==> src/rtl/vector_op_sequencer.sv <==
// Sequences a VLEN-element vector operation through a LANES-wide combinational ALU,
// one chunk per cycle, and holds the assembled result until the consumer accepts it.
module vector_op_sequencer #(
  parameter int unsigned DATA_WIDTH    = 8,
  parameter int unsigned LANES         = 6,
  parameter int unsigned SELECTOR_SIZE = 3,
  parameter int unsigned CHUNKS        = 4
) (
  input  logic                                  clk,
  input  logic                                  rst_n,
  input  logic                                  req_valid,
  output logic                                  req_ready,
  input  logic [SELECTOR_SIZE-1:0]              req_op,
  input  logic [CHUNKS*LANES*DATA_WIDTH-1:0]    req_src1,
  input  logic [CHUNKS*LANES*DATA_WIDTH-1:0]    req_src2,
  output logic [SELECTOR_SIZE-1:0]              alu_selector,
  output logic [LANES*DATA_WIDTH-1:0]           alu_operand1,
  output logic [LANES*DATA_WIDTH-1:0]           alu_operand2,
  input  logic [LANES*DATA_WIDTH-1:0]           alu_result,
  output logic                                  rsp_valid,
  input  logic                                  rsp_ready,
  output logic [CHUNKS*LANES*DATA_WIDTH-1:0]    rsp_data,
  output logic                                  busy
);

  localparam int unsigned VLEN   = CHUNKS * LANES;
  localparam int unsigned VecW   = VLEN * DATA_WIDTH;
  localparam int unsigned ChunkW = LANES * DATA_WIDTH;
  localparam int unsigned CntW   = (CHUNKS > 1) ? $clog2(CHUNKS) : 1;

  localparam logic [CntW-1:0]          LastCnt = CntW'(CHUNKS - 1);
  localparam logic [SELECTOR_SIZE-1:0] SelPass = SELECTOR_SIZE'(5);

  typedef enum logic [1:0] {StIdle, StRun, StDone} state_e;

  state_e                   state_q, state_d;
  logic [CntW-1:0]          cnt_q, cnt_d;
  logic [SELECTOR_SIZE-1:0] op_q, op_d;
  logic [VecW-1:0]          src1_q, src1_d;
  logic [VecW-1:0]          src2_q, src2_d;
  logic [VecW-1:0]          rsp_data_q, rsp_data_d;
  logic                     ready_en_q;
  logic [31:0]              chunk_off;

  assign chunk_off = 32'(cnt_q) * 32'(ChunkW);

  // Holds req_ready low until the first clock edge after reset release.
  always_ff @(posedge clk or negedge rst_n) begin
    if (!rst_n) begin
      ready_en_q <= 1'b0;
    end else begin
      ready_en_q <= 1'b1;
    end
  end

  always_ff @(posedge clk or negedge rst_n) begin
    if (!rst_n) begin
      state_q    <= StIdle;
      cnt_q      <= '0;
      op_q       <= '0;
      src1_q     <= '0;
      src2_q     <= '0;
      rsp_data_q <= '0;
    end else begin
      state_q    <= state_d;
      cnt_q      <= cnt_d;
      op_q       <= op_d;
      src1_q     <= src1_d;
      src2_q     <= src2_d;
      rsp_data_q <= rsp_data_d;
    end
  end

  always_comb begin
    state_d    = state_q;
    cnt_d      = cnt_q;
    op_d       = op_q;
    src1_d     = src1_q;
    src2_d     = src2_q;
    rsp_data_d = rsp_data_q;
    unique case (state_q)
      StIdle: begin
        if (req_valid && req_ready) begin
          op_d    = req_op;
          src1_d  = req_src1;
          src2_d  = req_src2;
          cnt_d   = '0;
          state_d = StRun;
        end
      end
      StRun: begin
        rsp_data_d[chunk_off +: ChunkW] = alu_result;
        if (cnt_q == LastCnt) begin
          state_d = StDone;
        end else begin
          cnt_d = cnt_q + 1'b1;
        end
      end
      StDone: begin
        if (rsp_ready) begin
          state_d = StIdle;
        end
      end
      default: state_d = StIdle;
    endcase
  end

  // Outside RUN the ALU is parked on pass-operand1 with zero operands.
  always_comb begin
    alu_selector = SelPass;
    alu_operand1 = '0;
    alu_operand2 = '0;
    if (state_q == StRun) begin
      alu_selector = op_q;
      alu_operand1 = src1_q[chunk_off +: ChunkW];
      alu_operand2 = src2_q[chunk_off +: ChunkW];
    end
  end

  assign req_ready = ready_en_q && (state_q == StIdle);
  assign rsp_valid = (state_q == StDone);
  assign busy      = (state_q == StRun) || (state_q == StDone);
  assign rsp_data  = rsp_data_q;

endmodule

==> config.mk <==
export PLATFORM = sky130hd
export DESIGN_NAME = vector_op_sequencer
export DESIGN_NICKNAME = d
export VERILOG_FILES = /design/src/rtl/vector_op_sequencer.sv
export SDC_FILE = /design/constraint.sdc
export NUM_CORES = 1
export LEC_CHECK = 0
export ABC_AREA = 1
export BUFFER_PORTS_ARGS = -buffer_cell sky130_fd_sc_hd__buf_2
export CAP_MARGIN = 15
export CORE_AREA = 2 2 285 287
export CTS_BUF_LIST = sky130_fd_sc_hd__clkbuf_8
export DETAILED_ROUTE_END_ITERATION = 8
export DIE_AREA = 0 0 287 289
export GPL_ROUTABILITY_DRIVEN = 0
export SYNTH_ARGS = -nofsm -noshare
export SYNTH_HDL_FRONTEND = slang
export SYNTH_SLANG_ARGS = --single-unit
export TNS_END_PERCENT = 50
==> constraint.sdc <==
create_clock -name clk -period 3.2 [get_ports clk]
set_input_delay 0.32 -clock clk [delete_from_list [all_inputs] [get_ports clk]]
set_output_delay 0.32 -clock clk [all_outputs]
set_load 0.01 [all_outputs]
==> results of run 1 <==
-- flip-flops by register name (all words and copies together) (netlist names) --
| name | cells |
|---|---|
| cnt_q | 2 |
| op_q | 3 |
| ready_en_q | 1 |
| rsp_data | 192 |
| src1_q | 192 |
| src2_q | 192 |
| state_q | 2 |
-- power by group through the flow --
stage / Clock, mW / Combinational (mW) / Sequential (mW)
2_1_floorplan: 0 / 9.94 / 12.9
3_3_place_gp: 0 / 15.6 / 13.0
3_5_place_dp: 0 / 15.8 / 13.1
4_1_cts: 7.01 / 16.4 / 13.0
5_1_grt: 7.36 / 18.2 / 13.5
6_report: 6.91 / 16.6 / 13.2
-- layout make-up --
| type | count | share of cell area (%) |
|---|---|---|
| clock buffer | 119 | 4.28 |
| clock inverter | 44 | 0.863 |
| sequential | 584 | 38.2 |
| multi-input combinational | 2027 | 30.3 |
| inverter | 24 | 0.255 |
| tap | 1060 | 3.47 |
| antenna | 42 | 0.275 |
| timing repair buffer | 1201 | 22.4 |
-- timing repair --
item	in CTS	in global routing
endpoints found under the setup margin	48	8
hold buffers	413	0
gates cloned	1	1
resized for setup	7	9
hold endpoints to repair	711	0
-- worst register-to-register path: stages, from the launching register on --
cell and delay, ns:
dfrtp_4 0.64, clkinv_2 0.17, ha_2 0.65, nand2_1 0.17, inv_2 0.30, nand3_1 0.12, nand2_1 0.10, dlygate4sd3_1 0.56
nand2_1 0.05, nand2_1 0.06
-- cell usage after synthesis --
cell,instances,area (um2)
nor3_2,1,10.0
nand2_2,4,25.0
clkbuf_2,1,5.00
clkbuf_1,73,274
inv_1,15,56.3
buf_4,13,97.6
nand4_1,49,307
dfrtp_1,584,14600
or2_2,3,18.8
nor2_4,3,33.8
ha_1,10,125
buf_6,2,22.5
o21ai_1,49,245
mux2_2,387,4360
nand3_1,205,1030
inv_4,1,6.26
buf_2,102,510
o21ai_0,223,1120
nor2_1,435,1630
o211ai_1,1,7.51
inv_2,8,30.0
conb_1,1,3.75
a21oi_1,120,601
nand3_2,1,10.0
o31ai_1,1,7.51
nor2_2,4,25.0
buf_1,17,63.8
nand2_1,530,1990
-- metrics by stage --
step                cell area (um2)  power, mW  worst slack, ns
floorplan                     27200       22.8            0.828
global placement              31900       28.6            0.353
detailed placement            31900       28.9            0.405
CTS                           38100       36.5          0.00867
global route                  38200       39.1         0.000749
finish                        38300       36.7           0.0645
-- layer usage --
metal	vias to the layer above	track usage, %	wire (um)
met5	-	0	100
met4	16	14.6	6260
met3	365	6.30	9540
met2	1420	43.3	54200
met1	12900	32.5	44000
li1	11800	-	-
-- cell usage in the layout, fill, tap and decap left out, types with 3 or more instances in the layout --
cell type / count
nand4_1: 49
inv_2: 7
inv_1: 44
nand2_1: 527
nor2_4: 5
mux2_2: 387
nand2_2: 6
dlygate4sd3_1: 413
inv_12: 3
or2_2: 3
clkbuf_8: 119
nor2_1: 430
nand3_1: 205
dfrtp_1: 582
buf_4: 32
ha_1: 9
bufinv_16: 3
o21ai_1: 51
a21oi_1: 120
nor2_2: 7
diode_2: 42
buf_2: 731
clkinv_2: 6
buf_12: 19
o21ai_0: 221
-- cells by family after synthesis --
kind of cell	Yosys count	synth area share, %
other cells	1	0.0138
flops	584	53.7
simple gates	1235	18.7
compound gates	394	7.26
fa+ha+maj	10	0.460
mux	387	16.0
buf+inv	232	3.92
-- worst paths after layout --
kind | slack [ns] | startpoint | cells after the start | end
min | 0.09 | alu_result[16] | 5 | rsp_data[16]
max | 0.06 | cnt_q[1] | 6 | alu_operand2[3]
max reg2reg | 0.27 | cnt_q[1] | 9 | rsp_data[17]
min reg2reg | 0.47 | rsp_data[112] | 2 | rsp_data[112]
max in group asynchronous | 2.10 | rst_n | 3 | rsp_data[49]
min in group asynchronous | 0.16 | rst_n | 2 | src1_q[29]
==> metrics.txt, run 1 <==
Post-CTS Setup Inserts=0; Synth cell types=28; # fillers=7464; first-pass GRT wire length=168 mm; vias per cell=5.19; critical path, cell by cell=clkinv_2 > buf_12 > nor2_2 > o21ai_0 > a21oi_1 > buf_2; area used by multi-input combinational logic=11600 um2; sequential area share after synthesis=53.7%; minimum clock period=3.14 ns; final wirelength=114 mm; Setup TNS=0 ns; clk sinks=584; IO Count=733; Leak=18.4 nW; clk root buf=clkbuf_8; routed len/inst=22.4 um; layout cells sized above 1=33.6%; drt pass-1 iters=7; actual slew at the worst max-slew pin=0.763 ns; Worst IR Drop VDD=0.741 mV; design internal power=21.1 mW; worst hold slack=0.0855 ns; cell count after synthesis=2843; crit path DAT=2.82 ns; DRC violations left=0; largest net degree at the start of global routing=129; Post-DP HPWL=76.7 mm; port buffer count=732; final non-filler cell total=5101; status=finished, final reports clean; yosys warns=0; GRT Overall Usage=26.6%; Comb power frac=45.4%; FP Rows=104; worst min path class=in2reg; Longest Clk Path Bufs=3; initial core utilization=34.1%; Buf/Inv on CP=3; CP Max Fanout=97; Synth Register Bits=584; crit end category=output pin; Reg area=14600 um2; Sw Ratio=42.5%; Mapped Nets=3292; Post-Syn Area=27200 um2; Syn-to-layout area delta=40.5%; Worst Setup Path Type=reg2out; Initial DRC Count=2273; Die ar.=82900 um2; vias in the first global route=27000; CP delay by family, top=flip-flops; max-cap viol count=0; CTS buffer count=101; sw power=15.6 mW; max-slew violation count=0; fmax=319 MHz; die width=287 um; Util after Layout=47.9%; DR vias=26500; Final Setup Violations=0; Sequential Power Share=35.8%; relative slew slack=49.2%; Final ANT Viol Nets=0; fin nets=4388; period utilization=98.0%; WP data required=2.88 ns; Max stage delay on crit path=0.64 ns; gr ovfl total=0; power density cells=960 nW/um2; initial antenna violation count=36; H-Tree Depth=3; Post-Syn Area per Cell=9.57 um2; clk_skew=0.0475 ns; Clock Latency Late Sink=0.71 ns; Clock power frac=18.8%; RSZ-0062 raised after global routing=true; CTS tree=built; clock transition at the registers of the reported paths=0.06 ns; Core Area=79900 um2; slowest CP cell=dfrtp_4; die height=289 um; DP Cell Count=4481; Hold Violations, Final=0; startpoint types=flip-flop
No activity file was read; power rests on OpenSTA's default activity.
==> inputs of run 2 (changes only) <==
- CORE_AREA: 2 2 285 287 -> 2 2 282 284
- DIE_AREA: 0 0 287 289 -> 0 0 284 286
==> run 2 against run 1 <==
Total power is 1.0% higher. First-iteration DRC count rose by 1.4%. Critical path depth unchanged. Sequential power hardly changed. Clock skew shrank 0.0037 ns. Via count barely moved. Sequential share of layout area is 0.27 points lower. Critical endpoint is now alu_operand2[1]. Die area is 2.1% lower.
==> metrics.txt, run 2 (synthesis gave the netlist of run 1 again) <==
Final ANT Viol Nets=0; max-slew violation count=0; IO Count=733; RR Startpoint=cnt_q[1]; Critical Path Sink=alu_operand2[1]; crit path DAT=2.83 ns; Max stage delay on crit path=0.64 ns; fmax=318 MHz; minimum clock period=3.15 ns; Hold Violations, Final=0; vias in the first global route=27000; design internal power=21.5 mW; Post-CTS Setup Inserts=0; Pwr Total=37.1 mW; status=finished, final reports clean; sw power=15.6 mW; Worst path depth=6; layout cells sized above 1=34.1%; period utilization=98.3%; Clock Latency Late Sink=0.71 ns; largest net degree at the start of global routing=134; GRT Overall Usage=27.2%; drt pass-1 iters=6; first-pass GRT wire length=169 mm; RSZ-0062 raised after global routing=false; Buf/Inv on CP=3; Syn-to-layout area delta=41.6%; relative slew slack=43.9%; most frequent cells in the layout=buf_2 (731), dfrtp_1 (582), nand2_1 (527); CP delay by family, top=flip-flops; Crit Reg-Reg Endpoint=rsp_data[18]; Worst Setup SP=cnt_q[1]; initial core utilization=34.7%; Post-DP HPWL=77.2 mm; H-Tree Depth=3; routed len/inst=22.1 um; critical path, cell by cell=inv_4 > buf_12 > nor2_1 > o21ai_0 > a21oi_2 > buf_2; Worst Reg-to-Reg Cells=9; max-cap viol count=0; CP Max Fanout=97; die height=286 um; CTS tree=built; crit end category=output pin; DR vias=26500; clk root buf=clkbuf_8; Longest Clk Path Bufs=3; Core Area=78400 um2; Comb power frac=44.7%; DRC violations left=0; Setup TNS=0 ns; clk_skew=0.0438 ns; Die ar.=81200 um2; port buffer count=732; CTS buffer count=102; Leak=18.7 nW; most common cell after layout, fill and taps aside=buf_2; vias per cell=5.17; actual slew at the worst max-slew pin=0.842 ns; clock transition at the registers of the reported paths=0.07 ns; Initial DRC Count=2304; startpoint types=flip-flop; die width=284 um; clk sinks=584; Clock power frac=19.8%; final wirelength=113 mm; FF-to-FF setup slack=0.59 ns; Sw Ratio=42.1%; power density cells=962 nW/um2; FP Rows=103; Sequential Power Share=35.5%; WP data required=2.88 ns; initial antenna violation count=26; fin nets=4405; Worst Setup Path Type=reg2out; Final Setup Violations=0; Worst IR Drop VDD=0.700 mV; slowest CP cell=dfrtp_4; gr ovfl total=0; worst min path class=in2reg
-- run 2: how the worst min path moves through the flow --
stage | slack [ns] | startpoint | endpoint | depth (start not counted)
floorplan | 0.02 | rst_n | cnt_q[0] | 0
global placement | 0.40 | rst_n | src1_q[163] | 1
detailed placement | 0.42 | rst_n | src1_q[163] | 1
CTS | 0.009 | alu_result[47] | rsp_data[31] | 5
global route | 0.06 | alu_result[21] | rsp_data[21] | 5
finish | 0.08 | alu_result[47] | rsp_data[31] | 5
-- run 2: per-layer routing --
metal | GRT usage (%) | part of all wire, % | vias up
met5 | 0 | 0.048 | -
met4 | 14.6 | 5.6 | 8
met3 | 6.08 | 8.3 | 360
met2 | 44.2 | 47 | 1404
met1 | 33.9 | 39 | 12900
li1 | - | - | 11800
-- run 2: power by group through the flow --
stage	combinational [mW]	clock, mW	sequential [mW]
3_3_place_gp	15.6	0	13.1
6_report	16.6	7.34	13.2
5_1_grt	18.1	7.81	13.5
3_5_place_dp	15.8	0	13.2
4_1_cts	16.4	7.47	13.1
2_1_floorplan	9.94	0	12.9
-- run 2: what timing repair did --
item | in CTS | in global routing
setup endpoints to repair | 1 | 2
endpoints found under the hold margin | 481 | 0
gates cloned | 1 | 0
resized for setup | 2 | 2
hold buffers | 418 | 0
-- run 2: per-stage QoR --
| step | instance area [um2] | hold slack, ns | std cells | setup WS, ns | util, % |
|---|---|---|---|---|---|
| after global placement | 32000 | 0.402 | 4483 | 0.614 | 40.9 |
| after floorplan | 27200 | 0.0244 | 2843 | 0.828 | - |
| after global routing | 38500 | 0.0556 | 5110 | 0.0152 | 49.2 |
| final | 38500 | 0.0797 | 5119 | 0.0542 | 49.2 |
| after CTS | 38500 | 0.00930 | 5090 | 0.0333 | 49.1 |
| after detailed placement | 32000 | 0.421 | 4483 | 0.615 | 40.9 |
-- run 2: worst reg2reg max path: cells and delay by family, from the launching register on --
kind                       cells  cell delay (ns)
adders and majority gates      1             0.35
and+or+nand+nor                5             0.53
DFF                            1             0.62
buffers and inverters          3             1.07
-- run 2: final cells by class --
| cell class | instances | area, um2 |
|---|---|---|
| Antenna cell | 29 | 72.6 |
| Clock buffer | 131 | 1800 |
| Clock inverter | 57 | 380 |
| Fill cell | 7240 | 39800 |
| Inverter | 24 | 98.8 |
| Multi-Input combinational cell | 2027 | 11600 |
| Sequential cell | 584 | 14600 |
| Tap cell | 1050 | 1310 |
| Timing Repair Buffer | 1217 | 8660 |
